## src/rtl/scalar_fetch_unit.sv

```systemverilog
// scalar_fetch_unit: one-outstanding instruction fetch sequencer in front of Program_Counter.
// Buffers {pc, instr} pairs for scalar decode and handles branch redirects from the ALU.
module scalar_fetch_unit #(
    parameter int                ADDR_W     = 8,
    parameter int                INSTR_W    = 32,
    parameter int                FIFO_DEPTH = 4,
    parameter logic [ADDR_W-1:0] RESET_PC   = '0
) (
    input  logic               clock,
    input  logic               reset,
    input  logic [ADDR_W-1:0]  PC_OUT,
    output logic               SET_PC,
    output logic [ADDR_W-1:0]  PC_IN,
    input  logic               BRANCH_TAKEN,
    input  logic [ADDR_W-1:0]  BRANCH_TARGET,
    output logic               IMEM_REQ,
    output logic [ADDR_W-1:0]  IMEM_ADDR,
    input  logic               IMEM_ACK,
    input  logic [INSTR_W-1:0] IMEM_RDATA,
    output logic               INSTR_VALID,
    output logic [INSTR_W-1:0] INSTR_DATA,
    output logic [ADDR_W-1:0]  INSTR_PC,
    input  logic               INSTR_READY
);

    localparam int PTR_W = $clog2(FIFO_DEPTH);
    localparam int CNT_W = PTR_W + 1;

    typedef enum logic [1:0] {
        SETTLE,
        REQ,
        DISCARD
    } state_t;

    state_t             state;
    logic [INSTR_W-1:0] fifo_data [FIFO_DEPTH];
    logic [ADDR_W-1:0]  fifo_pc   [FIFO_DEPTH];
    logic [PTR_W-1:0]   rd_ptr;
    logic [PTR_W-1:0]   wr_ptr;
    logic [CNT_W-1:0]   count;
    logic [CNT_W-1:0]   count_after_pop;
    logic               push;
    logic               pop;
    logic               can_issue;

    assign INSTR_VALID     = (count != '0);
    assign INSTR_DATA      = fifo_data[rd_ptr];
    assign INSTR_PC        = fifo_pc[rd_ptr];
    assign pop             = INSTR_VALID & INSTR_READY & ~BRANCH_TAKEN;
    assign push            = (state == REQ) & IMEM_ACK & ~BRANCH_TAKEN;
    assign count_after_pop = count - CNT_W'(pop);
    assign can_issue       = count_after_pop < CNT_W'(FIFO_DEPTH);

    // A request waits while SET_PC is high so PC_OUT has picked up the new PC before it is latched.
    always_ff @(posedge clock) begin
        if (reset) begin
            state     <= SETTLE;
            SET_PC    <= 1'b1;
            PC_IN     <= RESET_PC;
            IMEM_REQ  <= 1'b0;
            IMEM_ADDR <= '0;
        end else begin
            SET_PC <= 1'b0;
            case (state)
                SETTLE: begin
                    if (!BRANCH_TAKEN && !SET_PC && can_issue) begin
                        IMEM_ADDR <= PC_OUT;
                        IMEM_REQ  <= 1'b1;
                        state     <= REQ;
                    end
                end
                REQ: begin
                    if (IMEM_ACK) begin
                        IMEM_REQ <= 1'b0;
                        state    <= SETTLE;
                        if (!BRANCH_TAKEN) begin
                            SET_PC <= 1'b1;
                            PC_IN  <= IMEM_ADDR + ADDR_W'(4);
                        end
                    end else if (BRANCH_TAKEN) begin
                        state <= DISCARD;
                    end
                end
                DISCARD: begin
                    if (IMEM_ACK) begin
                        IMEM_REQ <= 1'b0;
                        state    <= SETTLE;
                    end
                end
                default: state <= SETTLE;
            endcase
            if (BRANCH_TAKEN) begin
                SET_PC <= 1'b1;
                PC_IN  <= BRANCH_TARGET;
            end
        end
    end

    // A redirect flushes the buffer and overrides any same-cycle pop or push.
    always_ff @(posedge clock) begin
        if (reset || BRANCH_TAKEN) begin
            rd_ptr <= '0;
            wr_ptr <= '0;
            count  <= '0;
        end else begin
            if (push) begin
                wr_ptr <= wr_ptr + PTR_W'(1);
            end
            if (pop) begin
                rd_ptr <= rd_ptr + PTR_W'(1);
            end
            count <= count + CNT_W'(push) - CNT_W'(pop);
        end
    end

    always_ff @(posedge clock) begin
        if (push) begin
            fifo_data[wr_ptr] <= IMEM_RDATA;
            fifo_pc[wr_ptr]   <= IMEM_ADDR;
        end
    end

endmodule
```

## config.mk

```make
export PLATFORM = sky130hd
export DESIGN_NAME = scalar_fetch_unit
export DESIGN_NICKNAME = d
export VERILOG_FILES = /design/src/rtl/scalar_fetch_unit.sv
export SDC_FILE = /design/constraint.sdc
export NUM_CORES = 1
export LEC_CHECK = 0
export CAP_MARGIN = 20
export CORE_MARGIN = 4
export CORE_UTILIZATION = 65
export DETAILED_ROUTE_END_ITERATION = 8
export DONT_BUFFER_PORTS = 1
export HOLD_SLACK_MARGIN = 0.1
export PLACE_DENSITY_LB_ADDON = 0.08
export SLEW_MARGIN = 20
export SYNTH_ARGS = -nofsm -noshare
export SYNTH_HDL_FRONTEND = slang
export SYNTH_SLANG_ARGS = --single-unit
```

## constraint.sdc

```tcl
create_clock -name clock -period 5.9 [get_ports clock]
set_clock_uncertainty 0.05 [all_clocks]
set_input_delay 0.295 -clock clock [delete_from_list [all_inputs] [get_ports clock]]
set_output_delay 0.295 -clock clock [all_outputs]
set_load 0.01 [all_outputs]
```

==> summary.txt <==
==================================================================================
Cell Chain, Critical Path                                             ha_1 > nand2_1 > nor2_1 > and2_2
Number of primary I/O pins                                                     112
Last weighted congestion value of the routability-driven placer              0.753
GR Layer Usage met1                                                          30.2%
Congestion Overflow GR                                                           0
Worst setup path endpoint                                             fifo_data[3][26]
Worst slew margin relative to its limit                                      26.6%
Number of warnings issued by yosys                                               0
Launch instance of the worst min-delay path                           BRANCH_TAKEN
Critical path data arrival time                                            2640 ps
Min-delay worst type                                                  input port to flop
Synthesized area per cell                                                19.5 um^2
Launching element type of the critical path                                   flop
Fraction of layout instances using a drive strength above 1                  18.7%
Tot GR Track Use                                                             23.0%
Number of fillers in the final layout                                          578
Count of input and output buffers                                                0
CTS sink count                                                                 189
Biggest area consumer among synthesized cells                             edfxtp_1
Routed length per instance                                                 23.7 um
Overall power of the completed layout                                      2.61 mW
Average vias per placed instance                                              6.02
Post-synth design cell area                                           0.00720 mm^2
Insertion delay of the later-clocked pin in the worst-skew pair             520 ps
CTS Root Cell                                                             clkbuf_8
DRC violation total after the first TritonRoute iteration                      215
Placement row count                                                             38
Global Route met2 Usage                                                      38.4%
Tcrit/Tclk final                                                             43.0%
Reg-to-Reg Start                                                          state[0]
Instance count after placement with tap cells included                         493
Maximum count of clock buffers along a single path                               2
Fmax                                                                       394 MHz
Number of flops mapped to enable cells by yosys                                160
Die extent in y                                                             113 um
Effective utilization at floorplan                                           66.4%
Die outline area                                                       0.0128 mm^2
Die span in x                                                               113 um
Leakage power total                                                        2.71 nW
Area added between synthesis and finish                                      16.8%
GR Layer Usage met3                                                          6.15%
Reported max-cap violation count                                                 0
Top-area cell type share of the netlist area                                 66.8%
Remaining number of nets flagged by the antenna check after routing              0
Number of non-filler instances in the completed layout                         579
Number of register bits inferred by synthesis                                  189
Number of antenna diodes                                                         0
Pins Over Slew Limit                                                             0
Number of iterations in the first detailed-routing pass                          4
Startpoint of the most critical setup path                                state[0]
Total number of vias                                                          3487
Synth Instances                                                                369
Setup slack on the worst flop-to-flop path                                 3360 ps
Proportion of synthesized chip area in sequential cells                      74.8%
Highest ir drop seen on vdd                                               0.208 mV
Clock-pin transition on the worst setup and hold timing paths                70 ps
Net count of the mapped netlist                                                434
Post-route setup TNS                                                          0 ps
Gr busiest metal                                                              met2
Power density over the cells                                           310 mW/mm^2
Ys async rst share                                                              0%
Number of antenna violations at the first check in global routing                0
Setup repair after global routing missed its margin                          false
Number of CTS-inserted buffers                                                  17
Largest incremental delay on the critical path                              950 ps
Pin count of the biggest net entering global routing                            41
Overall routed net length                                                 13700 um
Slowest CP cell                                                             and2_2
First-pass GRT wire length                                                21600 um
Worst Path Max Fanout                                                           40
Worst Max-Slew Pin Slew                                                    1100 ps
Category of the critical setup timing path                            flop to flop
Final count of hold timing violations                                            0
Setup bufs post-CTS                                                              0
Worst path required time                                                   6000 ps
DRC violations left                                                              0
Half-perimeter wire length after detailed placement                        7470 um
Most instantiated flip-flop cell in the synthesis netlist                 edfxtp_1
Net count, final                                                               491
Element type at the critical path end                                         flop
Placeable core region                                                  0.0108 mm^2
Count of H-tree levels built during CTS                                          4
FF-to-FF End                                                          fifo_data[3][26]
Count of distinct cell types in the synthesized netlist                         35
Total setup violations reported at the end of the flow                           0
Min Tclk post-route                                                        2540 ps
CTS tree                                                                      done
Status                                                                complete, no violations
Final worst slack                                                          3360 ps
Number of cells on the worst reg-to-reg path                                     4
Number of global-route vias before repair                                     3783
Leading cell types by total area after synthesis                      edfxtp_1 (67%), mux4_2 (13%), dfxtp_1 (8.1%)
Setup Slack @ Placement                                                    3350 ps
==================================================================================
[report_power, final]
| group | total (mW) | switching, mW | internal, mW |
|---|---|---|---|
| clock | 1.06 | 0.460 | 0.598 |
| combinational | 0.0805 | 0.0385 | 0.0420 |
| sequential | 1.47 | 0.0132 | 1.45 |
[logic make-up (layout without fill, tap and decap cells)]
| kind of cell | after synthesis | count (layout) | share of synthesized area [%] |
|---|---|---|---|
| AO/OA/AOI/OAI | 22 | 22 | 2.03 |
| XOR/XNOR | 8 | 8 | 0.974 |
| adder cells (fa/ha/maj) | 12 | 12 | 2.19 |
| buffers and inverters | 27 | 97 | 1.48 |
| flip-flops | 189 | 189 | 74.8 |
| multiplexers | 55 | 55 | 14.7 |
| AND/OR/NAND/NOR | 56 | 56 | 3.84 |
[placed cells by master (no fill, tap or decap), types with 4 or more instances in the layout]
cell type      netlist  final
a21oi_1              6      6
and2_2               0      4
inv_1               11     11
ha_1                11     11
dfxtp_1             29     27
nand2_1              8      8
mux2i_1             12     12
nor2_1              23     23
mux4_2              40     40
xnor2_1              8      8
dlygate4sd3_1        0     54
edfxtp_1           160    160
o21ai_0              5      5
clkbuf_16            0     16
[cells in the mapped netlist (3+ instances only)]
cell      number
edfxtp_1     160
mux4_2        40
dfxtp_1       29
nor2_1        23
clkbuf_1      12
mux2i_1       12
ha_1          11
inv_1         11
nand2_1        8
xnor2_1        8
and2_1         7
a21oi_1        6
o21ai_0        5
buf_2          4
mux2_2         3
nand3_1        3
nor3_1         3
[area by class of cell]
class / count / area [um^2] / area share [%]
Timing Repair Buffer: 54 / 541 / 6.43
Inverter: 11 / 41.3 / 0.491
Clock inverter: 12 / 123 / 1.46
Tap cell: 140 / 175 / 2.08
Sequential cell: 189 / 5390 / 64.1
Clock buffer: 20 / 425 / 5.06
Multi-Input combinational cell: 153 / 1710 / 20.3
[through the flow]
stage / hold WS (ps) / instance area [um^2] / utilization, %
6_report: 132 / 8410 / 77.5
5_1_grt: 172 / 8410 / 77.5
4_1_cts: 110 / 8410 / 77.5
3_5_place_dp: 320 / 7320 / 67.5
3_3_place_gp: 318 / 7320 / 67.5
2_1_floorplan: 344 / 7200 / -
[worst max-delay path: cells and delay by family (launching register included)]
| kind | cells | cell delay (ps) |
|---|---|---|
| fa+ha+maj | 1 | 220 |
| simple gates | 3 | 1460 |
| flops | 1 | 390 |
[state kept, by name, summed over array words and instances, names as in the netlist, named ones only]
name and flops:
fifo_data 128, wr_ptr 2, rd_ptr 2, fifo_pc 32
count 3, PC_IN 8, state 2, IMEM_ADDR 8
IMEM_REQ 1, SET_PC 1
[layer usage]
layer | share of wire, % | up-vias
met5 | 0 | -
met4 | 0.42 | 0
met3 | 6.7 | 5
met2 | 54 | 146
met1 | 39 | 1777
li1 | - | 1559
[worst min-delay path by stage]
stage / endpoint / cells after the start
after detailed placement: IMEM_REQ / 1
final: flop / 4
after CTS: flop / 4
after global placement: IMEM_REQ / 1
after global routing: state[0] / 4
after floorplan: fifo_data[0][0] / 0
[timing repair]
action                     4_1_cts  5_1_grt
gates resized for setup          0        0
hold buffers                    54        0
setup endpoints to repair        0        0
hold endpoints to repair       157        0
No activity file was read; power rests on OpenSTA's default activity.
